===== src/rtl/fetch_pkg.sv =====
// Shared types and constants for the instruction fetch front end.
// Holds the datapath width, bubble instruction and FIFO entry layout.
package fetch_pkg;

    localparam int XLEN = 32;

    localparam logic [XLEN-1:0] NOP_INSTR = 32'h0000_0013;

    // Counter width able to hold 0..depth inclusive.
    function automatic int cnt_w(input int depth);
        return $clog2(depth) + 1;
    endfunction

    typedef struct packed {
        logic [XLEN-1:0] instr;
        logic [XLEN-1:0] pc;
    } entry_t;

endpackage


===== src/rtl/sync_fifo_reg.sv =====
// Small register-based FIFO with synchronous clear.
// Head word is presented combinationally on dout.
module sync_fifo_reg
    import fetch_pkg::*;
#(
    parameter int W     = 32,
    parameter int DEPTH = 2
) (
    input  logic                      clk,
    input  logic                      rst,
    input  logic                      clr,
    input  logic                      push,
    input  logic [W-1:0]              din,
    input  logic                      pop,
    output logic [W-1:0]              dout,
    output logic [cnt_w(DEPTH)-1:0]   count
);

    localparam int PW = $clog2(DEPTH);
    localparam int CW = cnt_w(DEPTH);
    localparam logic [CW-1:0] FULL = CW'(DEPTH);

    logic [W-1:0]  mem [DEPTH];
    logic [PW-1:0] rptr;
    logic [PW-1:0] wptr;
    logic          do_push;
    logic          do_pop;

    assign do_pop  = pop && (count != '0);
    assign do_push = push && ((count < FULL) || do_pop);
    assign dout    = mem[rptr];

    // Storage array; no reset needed since count gates visibility.
    always_ff @(posedge clk) begin
        if (do_push && !clr) begin
            mem[wptr] <= din;
        end
    end

    // Pointers and occupancy; pointers wrap naturally at DEPTH.
    always_ff @(posedge clk or negedge rst) begin
        if (!rst) begin
            rptr  <= '0;
            wptr  <= '0;
            count <= '0;
        end else if (clr) begin
            rptr  <= '0;
            wptr  <= '0;
            count <= '0;
        end else begin
            if (do_push) wptr <= wptr + 1'b1;
            if (do_pop)  rptr <= rptr + 1'b1;
            count <= count + CW'(do_push) - CW'(do_pop);
        end
    end

endmodule


===== src/rtl/fetch_buffer.sv =====
// Instruction fetch front end: issues imem requests under a credit
// limit, pairs in-order responses with their PC, buffers for decode.
module fetch_buffer
    import fetch_pkg::*;
#(
    parameter int DEPTH = 2
) (
    input  logic            clk,
    input  logic            rst,
    input  logic [XLEN-1:0] pc_addr,
    input  logic            redirect,
    output logic            pc_advance,
    output logic            imem_req,
    output logic [XLEN-1:0] imem_addr,
    input  logic            imem_gnt,
    input  logic            imem_rvalid,
    input  logic [XLEN-1:0] imem_rdata,
    output logic            id_valid,
    output logic [XLEN-1:0] id_instr,
    output logic [XLEN-1:0] id_pc,
    input  logic            id_ready
);

    localparam int CW = cnt_w(DEPTH);
    localparam logic [CW:0] LIMIT = (CW+1)'(DEPTH);

    logic [CW-1:0]   outstanding;
    logic [CW-1:0]   kill;
    logic [CW-1:0]   data_count;
    logic [CW-1:0]   pcq_count;
    logic [XLEN-1:0] pcq_head;
    logic [CW:0]     occupancy;
    logic            credit;
    logic            accept;
    logic            resp_ok;
    logic            live;
    logic            pop_id;
    logic [CW-1:0]   remaining;
    entry_t          wr_entry;
    entry_t          head;

    // In-flight responses (live or killed) still hold credit.
    assign occupancy = {1'b0, outstanding} + {1'b0, data_count};
    assign credit    = occupancy < LIMIT;

    assign imem_req   = rst && credit && !redirect;
    assign imem_addr  = pc_addr;
    assign accept     = imem_req && imem_gnt;
    assign pc_advance = accept;

    // A response with nothing outstanding is a protocol error: ignored.
    assign resp_ok   = imem_rvalid && (outstanding != '0);
    assign remaining = outstanding - CW'(resp_ok);
    assign live      = imem_rvalid && (kill == '0)
                       && (pcq_count != '0) && !redirect;

    assign pop_id = id_valid && id_ready;

    assign wr_entry.instr = imem_rdata;
    assign wr_entry.pc    = pcq_head;

    // Outstanding/kill bookkeeping; redirect turns every survivor into a kill.
    always_ff @(posedge clk or negedge rst) begin
        if (!rst) begin
            outstanding <= '0;
            kill        <= '0;
        end else if (redirect) begin
            outstanding <= remaining;
            kill        <= remaining;
        end else begin
            outstanding <= outstanding + CW'(accept) - CW'(resp_ok);
            if (resp_ok && (kill != '0)) begin
                kill <= kill - 1'b1;
            end
        end
    end

    sync_fifo_reg #(
        .W     (XLEN),
        .DEPTH (DEPTH)
    ) u_pc_queue (
        .clk   (clk),
        .rst   (rst),
        .clr   (redirect),
        .push  (accept),
        .din   (pc_addr),
        .pop   (live),
        .dout  (pcq_head),
        .count (pcq_count)
    );

    sync_fifo_reg #(
        .W     (2*XLEN),
        .DEPTH (DEPTH)
    ) u_data_fifo (
        .clk   (clk),
        .rst   (rst),
        .clr   (redirect),
        .push  (live),
        .din   (wr_entry),
        .pop   (pop_id),
        .dout  (head),
        .count (data_count)
    );

    // Decode view of the head entry; bubble values when empty.
    always_comb begin
        id_valid = (data_count != '0);
        id_instr = NOP_INSTR;
        id_pc    = '0;
        if (id_valid) begin
            id_instr = head.instr;
            id_pc    = head.pc;
        end
    end

endmodule


===== config.mk =====
export PLATFORM = sky130hd
export DESIGN_NAME = fetch_buffer
export DESIGN_NICKNAME = d
export VERILOG_FILES = /design/src/rtl/fetch_pkg.sv /design/src/rtl/sync_fifo_reg.sv /design/src/rtl/fetch_buffer.sv
export SDC_FILE = /design/constraint.sdc
export NUM_CORES = 1
export LEC_CHECK = 0
export ABC_AREA = 1
export BUFFER_PORTS_ARGS = -buffer_cell sky130_fd_sc_hd__clkbuf_2
export CAP_MARGIN = 25
export CORE_ASPECT_RATIO = 1.75
export CORE_MARGIN = 3
export CORE_UTILIZATION = 49
export CTS_CLUSTER_SIZE = 25
export DETAILED_ROUTE_END_ITERATION = 10
export GPL_TIMING_DRIVEN = 0
export PLACE_DENSITY = 0.79
export REMOVE_ABC_BUFFERS = 1
export SLEW_MARGIN = 20
export SYNTH_ARGS = -nofsm -noshare
export SYNTH_HDL_FRONTEND = slang
export SYNTH_SLANG_ARGS = --single-unit

===== constraint.sdc =====
create_clock -name clk -period 3.83 [get_ports clk]
set_input_delay 0.383 -clock clk [delete_from_list [all_inputs] [get_ports clk]]
set_output_delay 0.383 -clock clk [all_outputs]
set_load 0.02 [all_outputs]

# Word level (Yosys, flattened, before mapping)
# Memories as Yosys holds them, arrays and structs flattened.
# Index checks and enable logic that the tools add are counted.
[word_totals] latchBits=0 mem_count=2 word_cells=73 rom_bits=0 output_inout_bits=99 mem_bits_rw=192 regBits=12
[op_classes] n_reduce_logical=28 n_bitwise=0 n_shift=0 mux=19 n_lt_le_gt_ge=3 mul=0 add_sub_neg=13 div_mod_pow=0 n_eq_ne=0
[memory_table] memory="u_data_fifo.mem" depth=2 word_bits=64 rd=1 rd_ports_with_merged_regs=0 wr=1 line="sync_fifo_reg.sv:23" source="logic [W-1:0] mem [DEPTH];"
[memory_table] memory="u_pc_queue.mem" depth=2 word_bits=32 rd=1 rd_ports_with_merged_regs=0 wr=1 line="sync_fifo_reg.sv:23"
[ops] operator="32-bit 2-to-1 mux" count=2
[ops] operator="2-bit nonzero test" count=9
[ops] operator="1-bit logical AND" count=15
[ops] operator="1-bit 2-to-1 mux" count=12
[ops] operator="2-bit 2-to-1 mux" count=5
[ops] operator="2-bit by 1-bit subtractor with 2-bit output" count=4
[ops] operator="2-bit by 1-bit adder with 2-bit output" count=3
[ops] operator="1-bit adder (second input constant)" count=4
[ops] operator="2-bit < comparator (second input constant)" count=2
[ops] operator="2-bit by 2-bit adder with 3-bit output" count=1
[ops] operator="3-bit by 2-bit < comparator with 1-bit output (second input constant)" count=1
[ops] operator="2-bit logical NOT" count=1
[ops] operator="1-bit logical OR" count=2
[ops] operator="2-bit by 1-bit subtractor with 2-bit output (second input constant)" count=1
[ops] operator="1-bit logical NOT" count=1

# Longest topological paths before layout
# Gate-level depths: netlist (run 1).
[logic_depth] depth_word=10 depth_mapped=11 mapped_depth_nobuf=11

# Hierarchy
# From an unflattened synthesis (run 1), not the netlist that was laid out.
[hier_totals] cells_unflattened=785 area_unflattened_um2=8683.3
[by_module_without_submodules] module="sync_fifo_reg at u_data_fifo" n_inst=1 seq_area_each_um2=3943.8 cells_each=368 area_per_inst_um2=4898.4
[by_module_without_submodules] module="sync_fifo_reg at u_pc_queue" n_inst=1 seq_area_each_um2=2021.9 cells_each=201 area_per_inst_um2=2671.3
[by_module_without_submodules] module="fetch_buffer" n_inst=1 seq_area_each_um2=100.1 cells_each=216 area_per_inst_um2=1113.6

# Worst setup path before layout (run 1)
# No wires, ideal clock.
[synth_path] kind="reg-to-reg" from="register kill[0]" to="memory u_data_fifo.mem[1][0] (netlist name), enable pin" n_path_buf=0 setup_time_ns=0.486 t_required_ns=3.344 t_arrival_ns=3.606 period_less_slack_ns=4.093 path_slack_ns=-0.263 stages_incl_launch_ff=9 cell_sequence="dfrtp_1 inv_1 ha_1 nand2_1 inv_1 nand3_4 clkinv_2 nand2_4 nor2_1"
[synth_via] elab_chain_cells=8
[synth_lines] item="from (decl)" line="fetch_buffer.sv:28" source="logic [CW-1:0] kill;"
[synth_lines] item="from (signal assigned)" line="fetch_buffer.sv:69" source="kill <= remaining;"
[synth_lines] item="from (signal assigned)" line="fetch_buffer.sv:73" source="kill <= kill - 1'b1;"
[synth_lines] item="2-bit logical NOT" line="fetch_buffer.sv:54" source="assign live = imem_rvalid && (kill == '0)"
[synth_lines] item="1-bit logical AND" line="fetch_buffer.sv:54"
[synth_lines] item="1-bit logical AND (2 in a row)" line="fetch_buffer.sv:55" source="&& (pcq_count != '0) && !redirect;"
[synth_lines] item="1-bit logical AND" line="sync_fifo_reg.sv:30" source="assign do_push = push && ((count < FULL) || do_pop);"
[synth_lines] item="1-bit logical AND" line="sync_fifo_reg.sv:35" source="if (do_push && !clr) begin"
[synth_lines] item="1-bit 2-to-1 mux" line="sync_fifo_reg.sv:35"
[synth_lines] item="1-bit 2-to-1 mux (implied by the code)" line="sync_fifo_reg.sv:36" source="mem[wptr] <= din;"
[synth_lines] item="to (decl)" line="sync_fifo_reg.sv:23"
# Every way passes these cells.

# Worst setup path after layout (run 1)
[layout_path] from="register u_data_fifo.rptr" to="output port id_pc[12]"
[layout_via] elab_chain_cells=2
[layout_lines] item="from (decl)" line="sync_fifo_reg.sv:24" source="logic [PW-1:0] rptr;"
[layout_lines] item="from (signal assigned)" line="sync_fifo_reg.sv:52" source="if (do_pop) rptr <= rptr + 1'b1;"
[layout_lines] item="memory 2 x 64 bit"
[layout_lines] item="32-bit 2-to-1 mux" line="fetch_buffer.sv:111" source="if (id_valid) begin"
[layout_lines] item="to (decl)" line="fetch_buffer.sv:20" source="output logic [XLEN-1:0] id_pc,"
# Every way passes these cells.

==> results of run 1 <==
-- routing by layer --
layer | track usage, % | vias to the layer above | wire length, um
met4 | 6.969 | 0 | 489
met5 | 0 | - | 0
met1 | 17.83 | 2408 | 5805
met3 | 2.333 | 41 | 807
met2 | 35.20 | 141 | 9365
li1 | - | 2437 | -
-- power breakdown --
| part | total, uW | switching [uW] | internal [uW] | leakage (uW) |
|---|---|---|---|---|
| logic | 1600 | 1100 | 498 | 0.00181 |
| registers | 2640 | 76.3 | 2560 | 0.00188 |
| clock network | 1860 | 797 | 1060 | 0.000304 |
| total | 6100 | 1980 | 4120 | 0.00400 |
-- worst paths after layout --
kind,from,end,cells after the start
setup / recovery,u_data_fifo.rptr,id_pc[12],4
hold / removal,imem_rdata[27],u_data_fifo.mem[1][59],1
setup reg to reg,u_data_fifo.count[0],u_pc_queue.mem[0][23],8
hold reg to reg,kill[1],kill[1],2
max in group asynchronous,rst,u_pc_queue.rptr,2
min in group asynchronous,rst,u_data_fifo.count[0],2
-- flip-flops by register name, summed over array words and instances, names as in the netlist --
name and cells:
u_pc_queue.rptr 1, outstanding 2, u_data_fifo.rptr 1, u_data_fifo.mem 128, u_data_fifo.count 2, u_data_fifo.wptr 1
u_pc_queue.mem 64, kill 2, u_pc_queue.count 2, u_pc_queue.wptr 1
-- Yosys cell counts --
| cell | instances | area, um^2 |
|---|---|---|
| inv_1 | 23 | 86.33 |
| xnor2_1 | 4 | 35.03 |
| nand2_4 | 1 | 11.26 |
| nand4_1 | 1 | 6.260 |
| nor2_4 | 1 | 11.26 |
| nand2_2 | 1 | 6.260 |
| o21a_1 | 1 | 7.510 |
| a21oi_2 | 1 | 8.760 |
| inv_4 | 1 | 6.260 |
| buf_6 | 5 | 56.30 |
| nand3_1 | 9 | 45.04 |
| clkbuf_1 | 2 | 7.510 |
| ha_1 | 7 | 87.58 |
| a21oi_1 | 62 | 310.3 |
| nor2_2 | 1 | 6.260 |
| o21ai_0 | 4 | 20.02 |
| dfrtp_1 | 12 | 300.3 |
| fa_1 | 1 | 20.02 |
| inv_2 | 3 | 11.26 |
| xor2_1 | 2 | 17.52 |
| buf_2 | 19 | 95.09 |
| nor2_1 | 11 | 41.29 |
| nand2_1 | 241 | 904.6 |
| buf_4 | 34 | 255.2 |
| nand3_4 | 1 | 17.52 |
| edfxtp_1 | 192 | 5766 |
| clkinv_2 | 1 | 5.000 |
-- critical path, stage by stage (launching register included) --
cell and delay [ns]:
dfrtp_4 0.61, inv_4 0.54, nand2_1 0.10, a21oi_1 0.24, clkbuf_2 0.22
-- logic make-up (layout without fill, tap and decap cells) --
family | after synthesis | count (layout)
simple gates | 267 | 267
xor+xnor | 6 | 6
flops | 204 | 204
compound gates | 68 | 68
buf+inv | 88 | 242
fa+ha+maj | 8 | 8
-- layout by cell type (no fill, tap or decap), types with 2 or more instances in the layout --
master / instances
buf_12: 2
inv_6: 4
nand2_1: 241
a21oi_1: 62
nor2_4: 4
o21ai_0: 4
bufinv_16: 2
buf_16: 9
clkinv_2: 6
nand3_1: 9
nor2_1: 9
xnor2_1: 4
dfrtp_1: 10
xor2_1: 2
ha_1: 7
inv_2: 3
inv_1: 22
clkbuf_2: 168
clkbuf_1: 2
inv_4: 2
edfxtp_1: 192
clkbuf_16: 19
-- metrics by stage --
stage	setup WS (ns)	hold slack, ns
finish	1.182	0.08480
global route	1.025	0.07140
CTS	1.159	0.06537
detailed placement	1.327	0.2994
global placement	-1.960	0.3035
floorplan	-0.2626	0.08741
-- timing repair --
item	4_1_cts	5_1_grt
endpoints found under the hold margin	12	0
hold buffers	1	0
setup endpoints to repair	0	0
-- final cells by class --
type / count / area share [%]
sequential: 204 / 62.03
multi-input combinational: 349 / 16.11
timing repair buffer: 180 / 11.63
clock buffer: 21 / 4.935
tap: 220 / 2.813
clock inverter: 13 / 1.342
inverter: 28 / 1.138
==> impl_metrics.csv, run 1 <==
group,metric,value,unit
detailed_routing,drt_iter0_drc,200,
clocking,worstSkewPairLatency,0.49,ns
clocking,cts_tree,"yes",
timing,tightest_slew,0.7746,ns
clocking,clk_path_buf_depth,3,
timing,slew_viol_final,0,
logic_synthesis,synthesis.area,8145,um^2
worst_setup_path,rrSetupSlack,1.32,ns
worst_setup_path,worstPathArrival,2.26,ns
die,initial_core_util,50.58,%
timing,max_freq,0.3777,GHz
worst_setup_path,worstPathMaxFanout,64,
pwr,leakagePower,0.003997,uW
timing,hold_violations,0,
detailed_routing,drc,0,
run,cap_violations,0,
die,die_w,103.5,um
detailed_routing,vias,5027,
worst_setup_path,start_kind,"register",
grt,grt_pass1_wl,25.06,mm
detailed_routing,via_per_inst,4.953,
worst_setup_path,crit_path_end_kind,"output pin",
detailed_routing,postRouteAntennaNets,0,
placed_design,place_area,9163,um^2
min_path,min_path_type,"in -> reg",
worst_setup_path,worstSetupPathType,"reg -> out",
clocking,htreeDepth,1,
placed_design,io_buffers,168,
placed_design,place_inst,980,
pwr,max-vdd-ir-drop,0.0004476,V
timing,rsz0062_at_grt,"no",
timing,tns,0,ns
final_layout,fill_cells,1275,
clocking,clk_pin_slew,0.07,ns
logic_synthesis,yosys_register_bits,204,
clocking,ctsResizeCount,0,
grt,grt_use_total,17.82,%
die,pin_count,169,
detailed_routing,post_drt_wl_per_cell,16.22,um
grt,grt_overflow_total,0,
logic_synthesis,netlist_instances,641,
detailed_routing,drt_wl_total,16.47,mm
grt,grt_pass1_vias,5117,
worst_setup_path,required,3.45,ns
timing,finalClockSkew,0.01999,ns
final_layout,design_area,9787,um^2
placed_design,globalplace.congestion,0.7494,
die,core,16100,um^2
grt,antenna_found_initial,0,
clocking,cts.sinks,204,
logic_synthesis,synth_xor_area_share,0.6452,%
pwr,p_total,6101,uW
die,die_h,176.6,um
timing,relSlewSlack,48.29,%
pwr,p_per_area,623.3,nW/um^2
final_layout,seqCellArea,6071,um^2
clocking,root_buffer,"clkbuf_16",
logic_synthesis,synth.avg_cell_area,12.71,um^2
final_layout,diodes,0,
final_layout,multi_input_area,1577,um^2
logic_synthesis,synth_simple_gate_area_share,12.89,%
status,status,"completed",
die,dieArea,18270,um^2
placed_design,dp_hpwl,10.72,mm
logic_synthesis,ys_types,27,
timing,period_needed,2.648,ns
logic_synthesis,synth-compound-area-share,4.255,%
clocking,numCtsBuffers,19,
timing,min_period_over_period,69.13,%
clocking,post_cts_buffers,0,
final_layout,final_util,60.77,%
final_layout,syn_to_final_growth,20.15,%
final_layout,drive_above_1_share,28.43,%
logic_synthesis,yosys-mux-area-fraction,0,%
die,rows,61,
timing,setup_viol,0,
logic_synthesis,synth_fa_ha_area_share,1.321,%
final_layout,fin_cells,1015,
final_layout,nNetsFinal,860,
grt,grt_start_max_net_pins,65,
detailed_routing,firstDrtPassIters,4,
logic_synthesis,ys_seq_area_share,74.47,%
logic_synthesis,yosys_warnings,0,
logic_synthesis,synth_top_family_by_area,"simple AND/OR/NAND/NOR gates",
Power figures use the tool's default switching activity.
==> inputs of run 2 (changes only) <==
- CORE_UTILIZATION: 49 -> 54
- PLACE_DENSITY: 0.79 -> 0.83
- clock period: 3.83 -> 2.69 ns (I/O delays scaled with it)
==> run 2 against run 1 <==
Worst hold slack got worse by 0.073 ns. Non-clock buffer count is 38 higher. Sequential share of layout area fell by 1.9 points. Critical endpoint is now id_instr[8]. Clock skew shrank 0.013 ns. Largest cell class unchanged. First-iteration DRC count up 31%. Cell count is 0.49% lower. Sequential cell count did not move. Final area rose by 3.2%. Routed wire length decreased by 0.24%. Die area fell by 8.8%. Clock-buffer cell count is 4 higher. Combinational power increased by 39%.
==> impl_metrics.csv, run 2 (same netlist as run 1, synthesis figures left out) <==
group,metric,value,unit
worst_setup_path,worstSetupPathType,"reg -> out",
worst_setup_path,rrSetupSlack,0.25,ns
pwr,p_sw_share,31.30,%
final_layout,fill_cells,987,
worst_setup_path,r2r-end,"u_pc_queue.mem[0][13]",
final_layout,layout_common_cells,"241 x nand2_1, 192 x edfxtp_1, 168 x clkbuf_2",
pwr,leakagePower,0.004140,uW
timing,relSlewSlack,45.61,%
worst_setup_path,cp-endpoint,"id_instr[8]",
timing,hold_violations,0,
detailed_routing,post_drt_wl_per_cell,16.26,um
min_path,min_path_type,"in -> reg",
status,status,"completed",
die,core,14590,um^2
timing,period_needed,2.553,ns
grt,grt_start_max_net_pins,68,
die,dieArea,16650,um^2
detailed_routing,vias,5165,
worst_setup_path,worstRegToRegCells,8,
pwr,p_total,8616,uW
worst_setup_path,worstPathMaxFanout,67,
final_layout,top_register,"u_data_fifo.mem",
detailed_routing,postRouteAntennaNets,0,
die,die_w,98.84,um
worst_setup_path,start_kind,"register",
die,pin_count,169,
timing,max_freq,0.3917,GHz
final_layout,fin_cells,1010,
final_layout,reg_top3,"u_data_fifo.mem: 128 flops, u_pc_queue.mem: 64 flops",
die,initial_core_util,55.84,%
clocking,numCtsBuffers,18,
placed_design,place_inst,939,
placed_design,dp_hpwl,10.65,mm
die,rows,58,
worst_setup_path,cp-startpoint,"u_data_fifo.rptr",
final_layout,nNetsFinal,897,
timing,slew_viol_final,0,
grt,grt_pass1_wl,26.34,mm
grt,antenna_found_initial,0,
clocking,htreeDepth,1,
placed_design,globalplace.congestion,0.7713,
detailed_routing,via_per_inst,5.114,
pwr,p_comb_share,25.8,%
timing,setup_viol,0,
worst_setup_path,required,2.42,ns
clocking,cts.sinks,204,
timing,min_period_over_period,94.91,%
worst_setup_path,crit_path_top_delay_cell,"dfrtp_4",
timing,tightest_slew,0.8158,ns
worst_setup_path,cpPeakStageDelay,0.75,ns
min_path,hold_start,"pc_addr[12]",
final_layout,largest_reg_flops,128,
pwr,clockPowerShare,29.8,%
final_layout,syn_to_final_growth,24.01,%
final_layout,final_common_cell,"nand2_1",
worst_setup_path,path_buf_inv,2,
final_layout,final_util,69.25,%
detailed_routing,firstDrtPassIters,4,
timing,fin_hold_ws,0.01162,ns
worst_setup_path,cp_top_family,"flip-flops",
detailed_routing,drt_iter0_drc,262,
detailed_routing,drt_wl_total,16.43,mm
grt,grt_use_total,19.89,%
detailed_routing,drc,0,
pwr,max-vdd-ir-drop,0.0008711,V
clocking,clk_path_buf_depth,3,
run,cap_violations,0,
pwr,internal_power,5919,uW
timing,tns,0,ns
final_layout,diodes,0,
pwr,p_per_area,853.0,nW/um^2
grt,grt_pass1_vias,5504,
timing,finalClockSkew,0.006895,ns
worst_setup_path,worstPathArrival,2.28,ns
pwr,pwr-share-seq,44.4,%
worst_setup_path,reg2reg_from,"u_data_fifo.count[0]",
worst_setup_path,crit_cells,4,
clocking,worstSkewPairLatency,0.47,ns
worst_setup_path,crit_path_end_kind,"output pin",
worst_setup_path,cp_cell_sequence,"inv_8, nand2_1, a21oi_1, clkbuf_2",
final_layout,drive_above_1_share,26.51,%
clocking,clk_pin_slew,0.06,ns
pwr,p_switching,2697,uW
clocking,cts_tree,"yes",
placed_design,io_buffers,168,
grt,grt_overflow_total,0,
clocking,root_buffer,"clkbuf_16",
timing,rsz0062_at_grt,"no",
die,die_h,168.5,um
## run 2: cell count changes in the layout (fill, tap and decap cells not counted)
cell           before  now
inv_4               2    1
clkbuf_1            2    4
inv_6               4    0
buf_8               0    1
clkinv_1            1    2
dlygate4sd3_1       1   39
inv_8               0    1
clkbuf_8            0    2
buf_12              2    1
clkinv_2            6    2
## run 2: what timing repair did
action	CTS	global route
pin swaps	0	1
endpoints found under the setup margin	29	44
hold endpoints to repair	84	4
buffers inserted	0	1
gates resized for setup	1	1
hold buffers	37	2
## run 2: area by class of cell
| cell class | count | area [um^2] | share of cell area [%] |
|---|---|---|---|
| multi-input combinational | 349 | 1577 | 15.61 |
| clock inverter | 6 | 80.08 | 0.7928 |
| clock buffer | 25 | 518.0 | 5.128 |
| timing repair buffer | 218 | 1514 | 14.99 |
| inverter | 28 | 116.4 | 1.152 |
| tap | 180 | 225.2 | 2.230 |
| sequential | 204 | 6071 | 60.10 |
## run 2: worst reg2reg max path, cell delays in order (launching register included)
cell and delay (ns):
dfrtp_1 0.42, nand2_1 0.07, inv_1 0.05, fa_1 0.43, nor2_1 0.15, nand4_1 0.11
a21oi_2 0.16, nand2_1 0.10, inv_2 0.56
## run 2: routing by layer
layer	wire, um	vias up	track usage, %	share of wire, %
li1	-	2507	-	-
met1	5743	2485	21.17	35
met2	9495	138	38.23	58
met3	702	35	2.722	4.3
met4	486	0	8.621	3.0
met5	0	-	0	0
## run 2: how the worst min path moves through the flow
stage / depth (start not counted) / end / slack, ns
after floorplan: 0 / kill[0] / -0.03
after global placement: 1 / u_pc_queue.wptr / 0.19
after detailed placement: 1 / u_pc_queue.wptr / 0.18
after CTS: 1 / u_data_fifo.mem[0][49] / 0.0009
after global routing: 1 / u_pc_queue.mem[0][23] / 0.002
final: 1 / u_pc_queue.mem[1][12] / 0.01
## run 2: power groups by stage
stage / Combinational, uW / Clock, uW / Sequential (uW)
after CTS: 2250 / 2620 / 3830
after detailed placement: 2200 / 0 / 3890
after global placement: 2400 / 0 / 3910
after global routing: 2450 / 2760 / 3850
after floorplan: 1280 / 0 / 3830
final: 2220 / 2570 / 3830
## run 2: stage by stage
stage | instance area (um^2) | setup slack [ns]
after floorplan | 7731 | -1.403
after global placement | 8797 | -3.045
after detailed placement | 9087 | 0.1023
after CTS | 10060 | 0.03790
after global routing | 10100 | 0.01943
final | 10100 | 0.1370
